$ cat src/rtl/bht_update_queue_pkg.sv
// Types shared by the BHT update queue: the riscv/ariane_pkg slices it depends on
// and the queue's own storage entry.
package riscv;
   localparam int unsigned VLEN = 64;
endpackage

package ariane_pkg;
   typedef struct packed {
      logic                   valid;
      logic [riscv::VLEN-1:0] pc;
      logic                   taken;
   } bht_update_t;

   typedef struct packed {
      logic                   valid;
      logic [riscv::VLEN-1:0] pc;
      logic                   taken;
   } bht_resolve_t;
endpackage

package bht_update_queue_pkg;
   typedef struct packed {
      logic [riscv::VLEN-1:0] pc;
      logic                   taken;
   } bht_entry_t;

   function automatic bht_entry_t to_entry(input ariane_pkg::bht_resolve_t r);
      bht_entry_t e;
      e.pc    = r.pc;
      e.taken = r.taken;
      return e;
   endfunction
endpackage

$ cat src/rtl/bht_update_queue.sv
// Two-in / one-out FIFO of resolved branch outcomes feeding the BHT update port.
// Optional statistics counters are built when BHT_UPDATE_STATS_EN is defined.
module bht_update_queue
   import ariane_pkg::*;
   import bht_update_queue_pkg::*;
#(
   parameter int unsigned DEPTH = 4
) (
   input  logic               clk_i,
   input  logic               rst_ni,
   input  logic               flush_i,
   input  logic               debug_mode_i,
   input  bht_resolve_t [1:0] resolve_i,
   output logic               resolve_ready_o,
   output bht_update_t        bht_update_o,
   output logic [31:0]        update_cnt_o,
   output logic [31:0]        taken_cnt_o
);

   localparam int AW = $clog2(DEPTH);
   localparam int CW = AW + 1;

   bht_entry_t        mem_q [DEPTH];
   logic [AW-1:0]     rd_ptr_q, wr_ptr_q;
   logic [CW-1:0]     cnt_q, cnt_d;
   logic              accept, push0, push1, pop;
   logic [1:0]        n_push;

   // Pushes are dropped outright when the producer ignores resolve_ready_o,
   // which keeps the occupancy bounded by DEPTH.
   assign resolve_ready_o = (cnt_q <= CW'(DEPTH - 2));

   always_comb begin
      accept = !flush_i && !debug_mode_i && resolve_ready_o;
      push0  = accept && resolve_i[0].valid;
      push1  = accept && resolve_i[1].valid;
      n_push = {1'b0, push0} + {1'b0, push1};
      pop    = (cnt_q != '0) && !debug_mode_i;
      cnt_d  = cnt_q + CW'(n_push) - CW'(pop);
   end

   // Storage carries no reset; only the count gates validity.
   always_ff @(posedge clk_i) begin
      if (push0) mem_q[wr_ptr_q] <= to_entry(resolve_i[0]);
      if (push1) mem_q[push0 ? wr_ptr_q + AW'(1) : wr_ptr_q] <= to_entry(resolve_i[1]);
   end

   always_ff @(posedge clk_i or negedge rst_ni) begin
      if (!rst_ni) begin
         rd_ptr_q <= '0;
         wr_ptr_q <= '0;
         cnt_q    <= '0;
      end else if (flush_i) begin
         rd_ptr_q <= '0;
         wr_ptr_q <= '0;
         cnt_q    <= '0;
      end else begin
         rd_ptr_q <= rd_ptr_q + AW'(pop);
         wr_ptr_q <= wr_ptr_q + AW'(n_push);
         cnt_q    <= cnt_d;
      end
   end

   always_comb begin
      bht_update_o.valid = pop;
      bht_update_o.pc    = mem_q[rd_ptr_q].pc;
      bht_update_o.taken = mem_q[rd_ptr_q].taken;
   end

`ifdef BHT_UPDATE_STATS_EN
   logic [31:0] update_cnt_q, taken_cnt_q;

   // A pop in a flush cycle still reaches the BHT, so it is counted.
   always_ff @(posedge clk_i or negedge rst_ni) begin
      if (!rst_ni) begin
         update_cnt_q <= '0;
         taken_cnt_q  <= '0;
      end else if (pop) begin
         update_cnt_q <= update_cnt_q + 32'd1;
         if (mem_q[rd_ptr_q].taken) taken_cnt_q <= taken_cnt_q + 32'd1;
      end
   end

   assign update_cnt_o = update_cnt_q;
   assign taken_cnt_o  = taken_cnt_q;
`else
   assign update_cnt_o = '0;
   assign taken_cnt_o  = '0;
`endif

   count_bound: assert property (@(posedge clk_i) disable iff (!rst_ni) cnt_q <= CW'(DEPTH));

endmodule

$ cat config.mk
export PLATFORM = sky130hd
export DESIGN_NAME = bht_update_queue
export DESIGN_NICKNAME = d
export VERILOG_FILES = /design/src/rtl/bht_update_queue_pkg.sv /design/src/rtl/bht_update_queue.sv
export SDC_FILE = /design/constraint.sdc
export NUM_CORES = 1
export LEC_CHECK = 0
export ABC_AREA = 1
export BUFFER_PORTS_ARGS = -buffer_cell sky130_fd_sc_hd__buf_2
export CAP_MARGIN = 20
export CELL_PAD_IN_SITES_DETAIL_PLACEMENT = 1
export CELL_PAD_IN_SITES_GLOBAL_PLACEMENT = 1
export CORE_MARGIN = 3
export CORE_UTILIZATION = 46
export CTS_CLUSTER_SIZE = 14
export DETAILED_ROUTE_END_ITERATION = 8
export PLACE_DENSITY_LB_ADDON = 0.3
export SLEW_MARGIN = 20
export SYNTH_ARGS = -nofsm -noshare
export SYNTH_HDL_FRONTEND = slang
export SYNTH_SLANG_ARGS = --single-unit
export TNS_END_PERCENT = 1
$ cat constraint.sdc
create_clock -name clk_i -period 10.1 [get_ports clk_i]
set_clock_uncertainty 0.15 [all_clocks]
set_input_delay 2.02 -clock clk_i [delete_from_list [all_inputs] [get_ports clk_i]]
set_output_delay 2.02 -clock clk_i [all_outputs]
set_load 0.05 [all_outputs]
After elaboration in Yosys (flattened, before gate mapping)
Memories as Yosys holds them, arrays and structs flattened.
Cells that the tools add are included.

word-level totals
  register bits after elaboration = 7
  latch bits = 0
  bits in writable memories = 260
  memory bits (read-only) = 0
  memories = 1

cells by class
  add/sub/neg operators = 6
  multipliers = 0
  div/mod/pow operators = 0
  order comparisons = 1
  eq/ne operators = 0
  shift operators = 0
  multiplexer cells = 8
  bitwise gates (word level) = 0
  reductions and logical operators = 8

memories
  memory  words  bits a word  read ports  clocked after Yosys merged registers in  write ports  line                    source
  mem_q   4      65           1           0                                        2            bht_update_queue.sv:23  bht_entry_t mem_q [DEPTH];

operators with widths
  cell                                                            number
  2-to-1 mux 2 bit                                                3
  logical AND 1 bit                                               5
  2-to-1 mux 1 bit                                                4
  adder 3 x 2 -> 3 bit                                            1
  less-or-equal comparator 3 x 2 -> 1 bit, second input constant  1
  2-to-1 mux 3 bit                                                1
  nonzero test 3 bit                                              1
  subtractor 3 x 1 -> 3 bit                                       1
  adder 1 x 1 -> 2 bit                                            1
  adder 2 x 1 -> 2 bit                                            1
  adder 2 x 1 -> 2 bit, second input constant                     1
  adder 2 bit                                                     1
  zero test 1 bit                                                 2

Logic depth before layout (Yosys ltp)
Gate-level depths: netlist of run 1.

  depth in word-level cells = 8
  gate-level depth with buffers = 14
  depth with buffers taken out = 12

Worst setup path after synthesis of run 1
OpenSTA, ideal clock, no wires.

  path kind = in2reg
  start point = input port flush_i
  end point = memory mem_q[1][0] (netlist bit) (enable)
  library setup time = 0.425 ns
  data arrival time = 4.433 ns
  required time = 9.525 ns
  slack = 5.092 ns
  stages = 8
  path buffers = 3
  cells stage by stage = buf_2 -> nor2_4 -> nand4_1 -> nand2_1 -> nand3_1 -> buf_4 -> buf_4 -> nand2_1

RTL lines
  what                line                    source
  start: declaration  bht_update_queue.sv:11  input logic flush_i,
  end: declaration    bht_update_queue.sv:23

==> impl_metrics.toml, run 1 <==
[routing]
vias = 13300
vias_per_cell = 6.12
wl_per_cell_microns = 22.4
postRouteAntennaNets = 0
drt-total-wl_microns = 48600
first_pass_iters = 5
drtIter0Drc = 1210
drt_drc_violations_left = 0

[clock_network]
cts_max_level = 1
clock_path_buffers = 3
clk_pin_slew_ps = 60
cts_tree = "done"
numCtsBuffers = 29
hold_buffers = 0
root_buffer = "clkbuf_16"
clock_latency_ps = 550
cts_setup_buffers = 0
cts.repair.resized = 0
clock-sinks = 267

[final_layout]
most-common-layout-cells = "528 x nand2_1, 264 x nand4_1, 260 x edfxtp_1"
fin_nets = 1896
area_growth_pct = 11.7
final_common_cell = "nand2_1"
regArea_sq_um = 7990
drive_above_1_share_pct = 15.7
fillers = 3668
multiInputGateArea_sq_um = 5890
fin_util_pct = 52.3

[yosys]
synth_edf_count = 260
syn_inst = 1661
ys_ff_latch = 267
synth_ff_type = "edfxtp_1"
ys_warn_count = 0
synth.avg_cell_area_sq_um = 8.95
synth_cell_types = 25
syn_area_sq_um = 14900
synthArstFlopShare_pct = 2.62
ys_seq_area_share_pct = 53.7

[floorplan]
num_rows = 65
die_area_sq_um = 34500
die_x_microns = 186
die_y_microns = 186
ios = 267
initial_core_util_pct = 46.9
core_area_sq_um = 31700

[critical_path]
start_kind = "input port"
worstSetupPathType = "in -> reg"
rrSetupSlack_ps = 5180
crit_arrival_ps = 6040
endpoint_kind = "register"
cp.required_ps = 10120
cp_max_fo = 94

[placement]
io_buffers = 202
dp_hpwl_microns = 26100
gp_congestion = 0.746

[global_routing]
grt_util_met1_pct = 36.0
grtUsageMet2_pct = 47.2
gr-max-usage-layer = "met2"
grt_overflow = 0
track_usage_pct = 27.5
met3_usage_pct = 3.81
grt_pass1_wl_microns = 74200
grt_max_degree = 108
grt_pass1_vias = 13400
grt_antenna_before_repair = 4

[job]
maxCapViolCount = 0

[power]
switching_share_pct = 43.4
p_leak_nw = 6.94
power_density_nw_per_um2 = 240
pwr-share-clk_pct = 28.2
p_comb_share_pct = 38.5
ir_drop_uv = 156
power.internal_w = 0.00226
switchingPower_w = 0.00173
pwr-share-seq_pct = 33.3

[sta]
fin_crit_sh_pct = 59.6
final.min_clock_period_ps = 6020
rsz0062_at_grt = "no"
setup_viol = 0
fmax_mhz = 166
tns_ps = 0
maxSlewHeadroom_pct = 23.6
drv_slew = 0
hold_viol = 0
tightest_slew_ps = 1150

[worst_hold_path]
hold_path_class = "reg -> reg"

[run_status]
status = "complete, no violations"
cell families after synthesis:
kind of cell | count (synthesis) | share of synthesized area, %
AOI/OAI and AO/OA | 196 | 7.22
xor gates and xnor gates | 5 | 0.295
adders and majority gates | 11 | 0.977
buffers and inverters | 235 | 9.10
DFF | 267 | 53.7
other | 1 | 0.0252
and+or+nand+nor | 946 | 28.7
metal layers:
metal	share of wire (%)	vias up	routed length, microns
met5	0.084	-	41
met2	49	645	24000
li1	-	5979	-
met1	40	6572	19300
met3	8.1	96	3940
met4	2.8	6	1340
final timing paths:
check | start | endpoint | depth (start not counted)
max in group asynchronous | rst_ni | rd_ptr_q[0] | 1
max reg2reg | cnt_q[0] | mem_q[2][36] | 6
min | cnt_q[0] | cnt_q[0] | 3
min in group asynchronous | rst_ni | cnt_q[2] | 1
max | flush_i | mem_q[2][36] | 7
min reg2reg | cnt_q[0] | cnt_q[0] | 3
state kept, by name (all words and copies together) (netlist names):
register	cells
cnt_q	3
mem_q	260
rd_ptr_q	2
wr_ptr_q	2
area by class of cell:
cell class,count,area share [%]
clock buffer,32,4.44
sequential,267,48.1
multi-input combinational,1222,35.5
clock inverter,20,1.52
timing repair buffer,215,7.04
antenna,1,0.0151
tap,402,3.03
inverter,14,0.332
critical path: stages:
cell,delay (ps)
buf_2,160
nor2_4,160
nand4_1,180
nand2_4,400
buf_4,910
nand3_4,1100
nand2_8,950
Yosys cell counts (2+ instances only):
| library cell | number | area share [%] |
|---|---|---|
| dfrtp_1 | 7 | 1.2 |
| buf_2 | 70 | 2.4 |
| buf_6 | 8 | 0.61 |
| o22ai_1 | 65 | 2.7 |
| o21ai_0 | 130 | 4.4 |
| buf_1 | 8 | 0.20 |
| edfxtp_1 | 260 | 53 |
| nand2_1 | 534 | 13 |
| nand2_2 | 2 | 0.084 |
| nand4_1 | 264 | 11 |
| nor2_1 | 138 | 3.5 |
| clkbuf_1 | 49 | 1.2 |
| nand3_2 | 4 | 0.27 |
| buf_4 | 86 | 4.3 |
| ha_1 | 10 | 0.84 |
| xnor2_1 | 2 | 0.12 |
| xor2_1 | 3 | 0.18 |
| inv_1 | 14 | 0.35 |
power groups by stage:
stage	Combinational, W	Sequential (W)	Clock [W]
floorplan	0.00115	0.00133	0
global placement	0.00149	0.00135	0
detailed placement	0.00152	0.00135	0
CTS	0.00153	0.00133	0.00113
global route	0.00164	0.00133	0.00118
finish	0.00154	0.00133	0.00113
through the flow:
step	total power, W	worst slack [ps]	hold WS (ps)	cell area, sq um	std cells
3_5_place_dp	0.00287	3230	558	15500	2117
5_1_grt	0.00414	3890	612	16600	2173
4_1_cts	0.00399	3790	574	16500	2169
6_report	0.00399	4080	568	16600	2173
3_3_place_gp	0.00284	3260	554	15500	2117
2_1_floorplan	0.00248	5090	502	15100	1724
No activity file was read; power rests on OpenSTA's default activity.
==> run 2, diff against run 1 <==
CORE_UTILIZATION = 39   (was 46)
clock period = 5.4 ns   (was 10.1 ns; I/O delays follow)
==> impl_metrics.toml, run 2 (same netlist as run 1, synthesis figures left out) <==
[placement]
dp_hpwl_microns = 28800
placed_area_sq_um = 15800
gp_congestion = 0.752
io_buffers = 202

[clock_network]
root_buffer = "clkbuf_16"
cts.repair.resized = 0
cts_tree = "done"
clock_latency_ps = 550
hold_buffers = 0
clock-sinks = 267
clock_path_buffers = 3
numCtsBuffers = 31
cts_max_level = 1
clk_pin_slew_ps = 60
cts_setup_buffers = 0

[critical_path]
crit_family = "buffers and inverters"
reg2reg_depth = 7
cp.required_ps = 4170
critPathSlowestCell = "dfrtp_4"
start_kind = "register"
crit_arrival_ps = 3110
worstSetupPathType = "reg -> out"
crit_buf_inv = 3
endpoint_kind = "output port"
slowest_delay_ps = 720
cp_max_fo = 56
worstPathCellList = "inv_4, buf_4, o21ai_0, o22ai_1, buf_2"
path_depth = 5

[floorplan]
num_rows = 70
ios = 267
die_y_microns = 201
core_area_sq_um = 37000
die_x_microns = 201
initial_core_util_pct = 40.1
die_area_sq_um = 40500

[final_layout]
area_growth_pct = 12.3
fin_util_pct = 45.0
regMostFlops = "mem_q"
fin_nets = 1908
largest_reg_flops = 260
drive_above_1_share_pct = 16.0
fin_area_sq_um = 16700
final_common_cell = "nand2_1"
most-common-layout-cells = "528 x nand2_1, 264 x nand4_1, 260 x edfxtp_1"
largestRegisters = "mem_q x260, cnt_q x3"

[routing]
wl_per_cell_microns = 22.0
vias_per_cell = 5.70
drt_drc_violations_left = 0
drt-total-wl_microns = 50500
drtIter0Drc = 1015
vias = 13100
first_pass_iters = 5
postRouteAntennaNets = 0

[power]
pwr-share-seq_pct = 34.3
power.internal_w = 0.00406
switchingPower_w = 0.00325
power_w = 0.00731
power_density_nw_per_um2 = 438
p_comb_share_pct = 39.4
p_leak_nw = 6.94
switching_share_pct = 44.4
ir_drop_uv = 289
pwr-share-clk_pct = 26.3

[run_status]
status = "complete, no violations"

[sta]
rsz0062_at_grt = "no"
tightest_slew_ps = 1020
fmax_mhz = 230
hold_viol = 0
tns_ps = 0
final.min_clock_period_ps = 4340
drv_slew = 0
setup_viol = 0
fin_crit_sh_pct = 80.5
hold_ws_ps = 207
maxSlewHeadroom_pct = 32.1

[global_routing]
track_usage_pct = 24.0
grt_antenna_before_repair = 10
grt_pass1_vias = 13700
grt_overflow = 0
grt_max_degree = 167
grt_pass1_wl_microns = 77900

[worst_hold_path]
hold_path_class = "in -> async"

[job]
maxCapViolCount = 0
-- run 2: cell count changes in the layout (fill, tap and decap cells not counted), sizes merged --
cell,before,now
clkinv,10,14
buf,215,225
clkinvlp,4,2
clkbuf,32,38
bufinv,6,1
diode,1,8
-- run 2: path summary, 6_finish.rpt --
path                                   from         endpoint  slack, ps
max in group asynchronous            rst_ni      rd_ptr_q[0]       4710
worst max-delay path            rd_ptr_q[0]  bht_update_o[5]       1060
min in group clk_i                 cnt_q[0]         cnt_q[0]        590
worst min register to register     cnt_q[0]         cnt_q[0]        590
worst max register to register  wr_ptr_q[0]     mem_q[2][32]       2010
worst min-delay path                 rst_ni         cnt_q[0]        210
-- run 2: final cells by class --
| cell class | instances | area [sq um] |
|---|---|---|
| antenna | 8 | 20.0 |
| multi-input combinational | 1222 | 5850 |
| fill | 4323 | 20400 |
| clock buffer | 38 | 802 |
| inverter | 14 | 55.1 |
| clock inverter | 17 | 105 |
| sequential | 267 | 7990 |
| timing repair buffer | 225 | 1240 |
| tap | 504 | 631 |
-- run 2: metrics by stage --
step / setup WS [ps] / cells
after floorplan: 1330 / 1724
after global placement: 1540 / 2232
after detailed placement: 1510 / 2232
after CTS: 1010 / 2287
after global routing: 797 / 2295
final: 1060 / 2295
-- run 2: power groups by stage --
| stage | Combinational (W) | Clock (W) | Sequential, W |
|---|---|---|---|
| after floorplan | 0.00215 | 0 | 0.00249 |
| after global placement | 0.00284 | 0 | 0.00255 |
| after detailed placement | 0.00289 | 0 | 0.00255 |
| after CTS | 0.00290 | 0.00195 | 0.00251 |
| after global routing | 0.00308 | 0.00203 | 0.00252 |
| final | 0.00288 | 0.00192 | 0.00251 |
-- run 2: layer usage --
layer  vias up  GRT usage, %  share of wire, %
met5         -             0             0.048
met4         4          7.43               2.1
met3        84          3.48               6.0
met2       409          41.7                50
met1      6580          31.0                42
li1       6007             -                 -
